==> config.mk <==
export PLATFORM = sky130hd
export DESIGN_NAME = timer_dev_flat
export DESIGN_NICKNAME = d
export VERILOG_FILES = /design/src/rtl/timer_dev_if.sv /design/src/rtl/timer_dev.sv /design/src/flat_wrapper.sv
export SDC_FILE = /design/constraint.sdc
export NUM_CORES = 1
export LEC_CHECK = 0
export ABC_AREA = 1
export BUFFER_PORTS_ARGS = -buffer_cell sky130_fd_sc_hd__buf_2
export CORE_MARGIN = 3
export CORE_UTILIZATION = 45
export CTS_CLUSTER_SIZE = 8
export DETAILED_ROUTE_END_ITERATION = 10
export GPL_TIMING_DRIVEN = 0
export PLACE_DENSITY = 0.63
export SETUP_SLACK_MARGIN = 0.15
export SLEW_MARGIN = 20
export SYNTH_ARGS = -nofsm -noshare
export SYNTH_HDL_FRONTEND = slang
export SYNTH_SLANG_ARGS = --single-unit
==> constraint.sdc <==
create_clock -name clk -period 2.7 [get_ports clk]
set_input_delay 0.54 -clock clk [delete_from_list [all_inputs] [get_ports clk]]
set_output_delay 0.54 -clock clk [all_outputs]
set_load 0.02 [all_outputs]
==> src/rtl/timer_dev_if.sv <==
// Bus-side interface of the countdown timer as seen from the processor bridge.
//   Addr : word offset (0=CTRL, 1=PRESET, 2=COUNT, 3=unused)
//   WE   : write strobe, sampled at rising clk, already gated by bridge select
//   DIN  : write data
//   DOUT : combinational read data
//   IRQ  : interrupt request to CPU HWInt
interface timer_dev_if;
  logic [1:0]  Addr;
  logic        WE;
  logic [31:0] DIN;
  logic [31:0] DOUT;
  logic        IRQ;

  modport master (
    output Addr,
    output WE,
    output DIN,
    input  DOUT,
    input  IRQ
  );

  modport slave (
    input  Addr,
    input  WE,
    input  DIN,
    output DOUT,
    output IRQ
  );
endinterface

==> src/rtl/timer_dev.sv <==
// Memory-mapped countdown timer (bridge responder).
//   clk   : single clock
//   reset : asynchronous, active-low; clears all state
//   bus   : timer_dev_if.slave (Addr, WE, DIN in; DOUT, IRQ out)
// CTRL = {IM[3], Mode[2:1], Enable[0]}; Mode 01 auto-reloads, anything else is one-shot.
module timer_dev (
  input logic         clk,
  input logic         reset,
  timer_dev_if.slave  bus
);

  localparam logic [1:0] ST_IDLE = 2'd0;
  localparam logic [1:0] ST_LOAD = 2'd1;
  localparam logic [1:0] ST_CNT  = 2'd2;
  localparam logic [1:0] ST_INT  = 2'd3;

  localparam logic [1:0] ADDR_CTRL   = 2'd0;
  localparam logic [1:0] ADDR_PRESET = 2'd1;
  localparam logic [1:0] ADDR_COUNT  = 2'd2;

  logic [1:0]  state_q, state_d;
  logic [3:0]  ctrl_q, ctrl_d;
  logic [31:0] preset_q, preset_d;
  logic [31:0] count_q, count_d;
  logic        irq_flag_q, irq_flag_d;

  logic enable, auto_reload, im;

  assign enable      = ctrl_q[0];
  assign auto_reload = (ctrl_q[2:1] == 2'b01);
  assign im          = ctrl_q[3];

  always_comb begin
    state_d    = state_q;
    ctrl_d     = ctrl_q;
    preset_d   = preset_q;
    count_d    = count_q;
    irq_flag_d = irq_flag_q;

    case (state_q)
      ST_IDLE: begin
        if (enable) state_d = ST_LOAD;
      end
      ST_LOAD: begin
        count_d = preset_q;
        state_d = ST_CNT;
      end
      ST_CNT: begin
        if (!enable) begin
          state_d = ST_IDLE;
        end else if (count_q > 32'd1) begin
          count_d = count_q - 32'd1;
        end else begin
          // PRESET of 0 or 1 lands here after a single CNT cycle
          count_d    = 32'd0;
          irq_flag_d = 1'b1;
          state_d    = ST_INT;
        end
      end
      ST_INT: begin
        if (auto_reload) begin
          irq_flag_d = 1'b0;
          state_d    = ST_LOAD;
        end else begin
          ctrl_d[0] = 1'b0;
          state_d   = ST_IDLE;
        end
      end
      default: state_d = ST_IDLE;
    endcase

    // CPU write is applied last so it wins over the FSM for the written field
    if (bus.WE) begin
      case (bus.Addr)
        ADDR_CTRL: begin
          ctrl_d     = bus.DIN[3:0];
          irq_flag_d = 1'b0;
        end
        ADDR_PRESET: preset_d = bus.DIN;
        default: ;
      endcase
    end
  end

  always_ff @(posedge clk or negedge reset) begin
    if (!reset) begin
      state_q    <= ST_IDLE;
      ctrl_q     <= 4'd0;
      preset_q   <= 32'd0;
      count_q    <= 32'd0;
      irq_flag_q <= 1'b0;
    end else begin
      state_q    <= state_d;
      ctrl_q     <= ctrl_d;
      preset_q   <= preset_d;
      count_q    <= count_d;
      irq_flag_q <= irq_flag_d;
    end
  end

  always_comb begin
    case (bus.Addr)
      ADDR_CTRL:   bus.DOUT = {28'd0, ctrl_q};
      ADDR_PRESET: bus.DOUT = preset_q;
      ADDR_COUNT:  bus.DOUT = count_q;
      default:     bus.DOUT = 32'd0;
    endcase
  end

  // Both operands are flops, so masking takes effect on the edge that writes IM
  assign bus.IRQ = im & irq_flag_q;

endmodule

==> src/flat_wrapper.sv <==
// flat-port wrapper written by rule: the top's interface ports become plain ports
module timer_dev_flat 
  (clk, reset, bus_Addr, bus_WE, bus_DIN, bus_DOUT, bus_IRQ);
  timer_dev_if bus_i ();
  input logic clk;
  input logic reset;
  input wire logic [$bits(bus_i.Addr)-1:0] bus_Addr;
  input wire logic [$bits(bus_i.WE)-1:0] bus_WE;
  input wire logic [$bits(bus_i.DIN)-1:0] bus_DIN;
  output wire logic [$bits(bus_i.DOUT)-1:0] bus_DOUT;
  output wire logic [$bits(bus_i.IRQ)-1:0] bus_IRQ;
  assign bus_i.Addr = bus_Addr;
  assign bus_i.WE = bus_WE;
  assign bus_i.DIN = bus_DIN;
  assign bus_DOUT = bus_i.DOUT;
  assign bus_IRQ = bus_i.IRQ;
  timer_dev u_core (.clk(clk), .reset(reset), .bus(bus_i));
endmodule
== After elaboration in Yosys (flattened, before gate mapping) ==
Index checks and enable logic that the tools add are counted.
Storage, ports and cells
  register bits: 71
  bits of input ports: 37
  logic and storage cells: 44
Operators by class
  $add $sub $neg: 1
  order comparisons: 1
  equal/unequal tests: 9
  mux-type cells: 19
  bitwise gates (word level): 1
  reductions and logical operators: 7
Operator list (number)
  32-bit one-hot mux with 3 select lines: 1
  32-bit two-way mux: 2
  32-bit one-hot mux with 2 select lines: 1
  32-bit by 1-bit greater-than comparator with 1-bit output (second input constant): 1
  32-bit by 1-bit subtractor with 32-bit output (second input constant): 1
  1-bit two-way mux: 10
  2-bit one-hot mux with 4 select lines: 1
  2-bit AND reduction: 4
  2-bit by 1-bit == test with 1-bit output (second input constant): 3
  2-bit == test (second input constant): 3
  2-bit two-way mux: 3
  2-bit logical NOT: 2
  2-bit by 1-bit inequality test with 1-bit output (second input constant): 2
  3-bit inequality test (second input constant): 1
  1-bit one-hot mux with 2 select lines: 1
  2-bit nonzero test: 1
  1-bit bitwise AND: 1

== Logic depth before layout (Yosys ltp) ==
Gate-level depths: netlist of the first run.
  depth after elaboration: 6
  gate-level depth with buffers: 11
  gate-level depth less buffers: 11

== Worst setup path after synthesis of the first run ==
OpenSTA, ideal clock, no wires.
  kind: in2out
  start point: in bus_Addr[0]
  end point: out bus_DOUT[10]
  arrival time: 1432 ps
  data required time: 2160 ps
  path slack: 728 ps
  stages: 4
  cell sequence: inv_1 -> nand2_1 -> clkbuf_1 -> o21ai_0
Between the ends
  word-level cells in the longest chain between the ends: 2
  elaborated cells between the ends (all ways): 4
RTL lines
  start: declaration: RTL line flat_wrapper.sv:7  | input wire logic [$bits(bus_i.Addr)-1:0] bus_Addr;
  2-bit == test, or another cell as far along: RTL line timer_dev.sv:102  | case (bus.Addr)
  32-bit one-hot mux with 3 select lines *: RTL line timer_dev.sv:102
  end: declaration: RTL line flat_wrapper.sv:10  | output wire logic [$bits(bus_i.DOUT)-1:0] bus_DOUT;
Every way passes the cells marked *; elsewhere a longest branch is shown, timed or not.

== Final worst setup path of the first run ==
  start point: in bus_Addr[0]
  end point: out bus_DOUT[17]
Same word-level chain as after synthesis.

==> results of run 1 <==
-- per-layer routing --
metal / up-vias / global-route usage, % / share of wire, %
li1: 2117 / - / -
met1: 2010 / 37.5 / 45
met2: 153 / 41.2 / 46
met3: 21 / 3.46 / 6.6
met4: 0 / 7.59 / 1.8
met5: - / 0 / 0
-- worst max-delay path, stage by stage --
cell and delay, ns:
buf_2 0.09, inv_1 0.08, nor2_4 0.19, clkbuf_1 0.57, nand2_1 0.09, o21ai_0 0.11, buf_2 0.20
-- power groups by stage --
stage | Clock [mW] | Sequential [mW] | Combinational [mW]
finish | 1.00 | 1.81 | 2.20
global route | 1.06 | 1.87 | 2.46
CTS | 1.01 | 1.80 | 2.19
detailed placement | 0 | 1.82 | 2.18
global placement | 0 | 1.80 | 2.13
floorplan | 0 | 1.70 | 1.59
-- final cells by class --
type                    count  area [um^2]
fillers                   974         4210
flip-flops and latches     71         1780
multi-input cells         442         2220
inverters                  72          273
repair buffers             70          375
clock buffers              10          138
clock inverters             6         92.6
well taps                 129          161
plain buffers              21          120
-- synth_stat cells, types with 8 or more instances --
cell type	instances	area, um^2
mux2_2	21	236
a21oi_1	61	305
dfrtp_1	71	1780
nand2_1	138	518
buf_2	8	40.0
nand3_1	25	125
inv_1	69	259
clkbuf_1	9	33.8
o21ai_0	42	210
nor2_4	10	113
nor2_1	94	353
o21ai_1	9	45.0
-- final timing paths --
kind / from / endpoint / slack [ns]
min reg2reg: u_core.preset_q[1] / u_core.preset_q[1] / 0.50
max reg2reg: u_core.count_q[0] / u_core.count_q[27] / 0.86
min in group clk: bus_DIN[13] / u_core.preset_q[13] / 0.41
min: reset / u_core.preset_q[7] / 0.06
max: bus_Addr[0] / bus_DOUT[17] / 0.28
max in group asynchronous: reset / u_core.count_q[16] / 2.07
-- cell families (layout without fill, tap and decap cells) --
kind of cell,after synthesis,in the layout,synth area share (%)
muxes,21,21,5.39
AOI/OAI and AO/OA,126,126,15.1
DFF,71,71,40.5
adders and majority gates,2,2,0.570
buffers and inverters,93,179,8.92
xor gates and xnor gates,7,7,1.40
and+or+nand+nor,286,286,28.2
-- state kept, by name, indices dropped and copies added (netlist names) --
name / flops
u_core.count_q: 32
u_core.ctrl_q: 4
u_core.irq_flag_q: 1
u_core.preset_q: 32
u_core.state_q: 2
-- what timing repair did --
action                     CTS  global route
buffers inserted             0             0
gates resized for setup      0             2
setup endpoints to repair    0             7
==> metrics.yaml, run 1 <==
clock_network:
  htree_levels: 3
  root_buffer: "clkbuf_8"
  cts_num_sinks: 71
  clk_pin_slew_ns: 0.08
  clk_latency_ns: 0.36
  cts_hold_buf: 0
  cts_tree: "done"
  cts_buffer_depth: 2
  cts_buffers: 9
run_status:
  status: "finished, final reports clean"
grt:
  grt_max_degree: 51
  grt_pass1_vias: 4181
  antenna_found_initial: 0
  grt_pass1_wl_um: 22500
  overflow: 0
  track_usage_pct: 26.1
timing:
  fin_skew_ns: 0.0140
  layout_setup_ws_ns: 0.279
  period_minus_slack_ns: 2.42
  setup_viol: 0
  fin_hold_ws_ns: 0.0639
  tns_ns: 0
  final_max_slew_viol_count: 0
  fin_crit_sh_pct: 89.7
  slew_headroom_pct: 52.1
  rsz0062_at_grt: "false"
  worstMarginPinSlew_ns: 0.718
  clock.fmax_ghz: 0.413
  final-hold-violation-count: 0
pwr:
  p_comb_share_pct: 43.9
  power_mw: 5.02
  switchingPower_mw: 2.32
  sw_frac_of_total_pct: 46.2
  p_leak_nw: 2.48
  seq_power_share_pct: 36.1
  p_int_mw: 2.70
  clkPwrFrac_pct: 20.0
  peakVddDrop_mv: 0.405
  power_density_nw_per_um2: 972
die:
  die-width_um: 105
  core_um2: 9370
  die_area_um2: 11000
  die_h_um: 105
  io_pins: 70
  start_util_pct: 46.8
  num_rows: 35
routing:
  vias: 4301
  antenna_left: 0
  avgRoutedWirePerCell_um: 16.9
  dr.first_iter.drc_count: 273
  wirelength_um: 13900
  viasPerCell: 5.24
  dr.pass1.iters: 5
  drc: 0
setup_path:
  cp_max_fo: 10
  endpoint_kind: "output port"
  critPathLaunchType: "input pin"
  required_ns: 2.16
  critPathArrivalTime_ns: 1.88
  rr_worst_depth: 10
  crit_type: "input pin to output port"
yosys:
  yosysWarnings: 0
  synth_enable_flop_cells: 0
  synthArstFlopShare_pct: 100
  synth-seq-cells: 71
  synth_cells: 606
  synth_area_um2: 4390
  seq_area_frac_synth_pct: 40.5
  synth_ff_type: "dfrtp_1"
  synth_cell_types: 29
  avgSynthCellArea_um2: 7.24
  syn_nets: 645
cells_and_area:
  mostFrequentLayoutCells: "nand2_1 (138), nor2_1 (94), buf_2 (76), dfrtp_1 (71), inv_1 (69)"
  layout_commonest_cell: "nand2_1"
  synthToLayoutAreaGrowth_pct: 17.5
  num_antenna_cells: 0
  final_area_um2: 5160
  final_nets: 726
  drive_gt1_share_pct: 21.0
  fin_util_pct: 55.0
  final_cells: 821
place:
  place_hpwl_um: 10500
  dp.cells: 805
  place_congestion: 0.960
  dpl_worst_slack_ns: 0.210
  io_buffer_count: 69
  placed_area_um2: 4930
job:
  max_cap_violations: 0
min_path:
  hold_class: "input pin to async pin"
No activity file was read; power rests on OpenSTA's default activity.
==> inputs of run 2 (changes only) <==
--- a/config.mk
+++ b/config.mk
@@ -13,7 +13,7 @@
 export DETAILED_ROUTE_END_ITERATION = 10
 export GPL_TIMING_DRIVEN = 0
 export PLACE_DENSITY = 0.63
-export SETUP_SLACK_MARGIN = 0.15
+export SETUP_SLACK_MARGIN = 0.5
 export SLEW_MARGIN = 20
 export SYNTH_ARGS = -nofsm -noshare
 export SYNTH_HDL_FRONTEND = slang
==> metrics.yaml, run 2 (synthesized netlist as in run 1, its figures left out) <==
clock_network:
  cts_num_sinks: 71  # unchanged
  cts_tree: "done"
  htree_levels: 3  # unchanged
  cts_buffer_depth: 2  # unchanged
  clk_latency_ns: 0.36  # about the same
  root_buffer: "clkbuf_8"
  cts_hold_buf: 0  # unchanged
  clk_pin_slew_ns: 0.08  # about the same
  postCtsSetupRepairBufs: 0  # unchanged
  cts_buffers: 9  # unchanged
pwr:
  power_mw: 5.02  # about the same
  p_leak_nw: 2.49  # +0.42%
  peakVddDrop_mv: 0.408  # +0.70%
  power_density_nw_per_um2: 971  # -0.15%
die:
  core_um2: 9370  # unchanged
  num_rows: 35  # unchanged
  die-width_um: 105  # unchanged
  die_area_um2: 11000  # unchanged
  start_util_pct: 46.8  # unchanged
  die_h_um: 105  # unchanged
  io_pins: 70  # unchanged
setup_path:
  worst_path_max_delay_cell: "clkbuf_4"
  slowest_delay_ns: 0.31  # -0.26 ns
  cp_common_cell: "buf_2"
  path_cells: "buf_2 -> inv_1 -> nor2_4 -> clkbuf_4 -> nand2_1 -> o21ai_1 -> buf_2"
  startpoint: "bus_Addr[0]"
  endpoint_kind: "output port"
  crit_end: "bus_DOUT[15]"
  rr_endpoint: "u_core.count_q[26]"
  crit_family: "buffers and inverters"
  crit_cells: 7  # unchanged
  cp_max_fo: 10  # unchanged
  r2r_slack_ns: 0.86  # about the same
  rr_worst_depth: 8  # -2
  crit_type: "input pin to output port"
  crit_buf_inv: 4  # unchanged
  critPathLaunchType: "input pin"
  critPathArrivalTime_ns: 1.59  # -0.29 ns
  required_ns: 2.16  # about the same
  r2r-start: "u_core.count_q[0]"
grt:
  antenna_found_initial: 0  # unchanged
  overflow: 0  # unchanged
  grt_pass1_wl_um: 22500  # unchanged
  grt_pass1_vias: 4181  # unchanged
  track_usage_pct: 26.1  # unchanged
  grt_max_degree: 51  # unchanged
timing:
  fin_crit_sh_pct: 79.0  # -11 points
  tns_ns: 0  # unchanged
  worstMarginPinSlew_ns: 0.691  # -0.0277 ns
  fin_skew_ns: 0.0135  # -0.000440 ns
  rsz0062_at_grt: "false"
  final_max_slew_viol_count: 0  # unchanged
  final-hold-violation-count: 0  # unchanged
  slew_headroom_pct: 54.0  # +1.8 points
  setup_viol: 0  # unchanged
  clock.fmax_ghz: 0.469  # +13%
  period_minus_slack_ns: 2.13  # -0.288 ns
run_status:
  status: "finished, final reports clean"
routing:
  viasPerCell: 5.29  # +0.91%
  dr.pass1.iters: 9  # +4
  drc: 0  # unchanged
  wirelength_um: 13900  # +0.42%
  antenna_left: 0  # unchanged
  avgRoutedWirePerCell_um: 17.0  # +0.42%
  dr.first_iter.drc_count: 251  # -8.1%
  vias: 4340  # +0.91%
cells_and_area:
  num_antenna_cells: 0  # unchanged
  layout_commonest_cell: "nand2_1"
  ff_latch_area_um2: 1780  # unchanged
  mostFrequentLayoutCells: "nand2_1 (138), nor2_1 (94), buf_2 (78), dfrtp_1 (71), inv_1 (69)"
  reg_top3: "u_core.count_q x32, u_core.preset_q x32, u_core.ctrl_q x4"
  fill_cells: 973  # -0.10%
  final_nets: 726  # unchanged
  multi_input_area_um2: 2220  # unchanged
  synthToLayoutAreaGrowth_pct: 17.7
  drive_gt1_share_pct: 21.5  # +0.58 points
job:
  max_cap_violations: 0  # unchanged
place:
  place_congestion: 0.960  # unchanged
  io_buffer_count: 69  # unchanged
  place_hpwl_um: 10500  # unchanged
min_path:
  hold_class: "input pin to async pin"
==> run 2: changes by cell type in the layout (fill, tap and decap cells not counted), sizes merged <==
cell and delta:
buf +2, clkbuf -2
==> run 2: final cells by class <==
type | instances | share of cell area, %
repair buffers | 70 | 7.26
flip-flops and latches | 71 | 34.4
plain buffers | 21 | 2.52
inverters | 72 | 5.28
well taps | 129 | 3.12
clock inverters | 6 | 1.79
clock buffers | 10 | 2.66
multi-input cells | 442 | 43.0
==> run 2: worst min-delay path by stage <==
stage                  startpoint                  to  slack (ns)  depth (start not counted)
3_5_place_dp                reset  u_core.preset_q[7]        0.46                          1
3_3_place_gp   u_core.preset_q[1]  u_core.preset_q[1]        0.48                          2
5_1_grt                     reset  u_core.preset_q[7]        0.08                          1
2_1_floorplan               reset   u_core.count_q[0]        0.24                          0
4_1_cts                     reset  u_core.preset_q[7]        0.07                          1
6_report                    reset  u_core.preset_q[7]        0.07                          1
==> run 2: repair_timing <==
action                                 in CTS  in global routing
setup endpoints to repair                  30                 19
endpoints found under the hold margin       0                  0
gates resized for setup                     5                  7
==> run 2: report_power, final <==
group          internal (mW)  switching (mW)  leakage [nW]
sequential              1.41           0.409         0.828
combinational          0.743            1.47          1.55
clock                  0.550           0.444         0.109
==> run 2: metrics by stage <==
stage | setup slack (ns) | util [%] | cell area (um^2) | hold WS, ns | instances
5_1_grt | 0.484 | 55.2 | 5170 | 0.0753 | 821
3_5_place_dp | 0.210 | 52.6 | 4930 | 0.460 | 805
3_3_place_gp | 0.195 | 52.3 | 4900 | 0.476 | 804
4_1_cts | 0.480 | 55.1 | 5160 | 0.0659 | 821
6_report | 0.566 | 55.2 | 5170 | 0.0669 | 821
2_1_floorplan | 0.728 | - | 4390 | 0.244 | 606
==> run 2: per-layer routing <==
| metal | part of all wire, % | routed length (um) | vias up | track usage (%) |
|---|---|---|---|---|
| met2 | 46 | 6420 | 171 | 41.2 |
| met3 | 6.3 | 874 | 19 | 3.46 |
| met4 | 1.8 | 253 | 0 | 7.59 |
| li1 | - | - | 2122 | - |
| met5 | 0 | 0 | - | 0 |
| met1 | 46 | 6370 | 2028 | 37.5 |
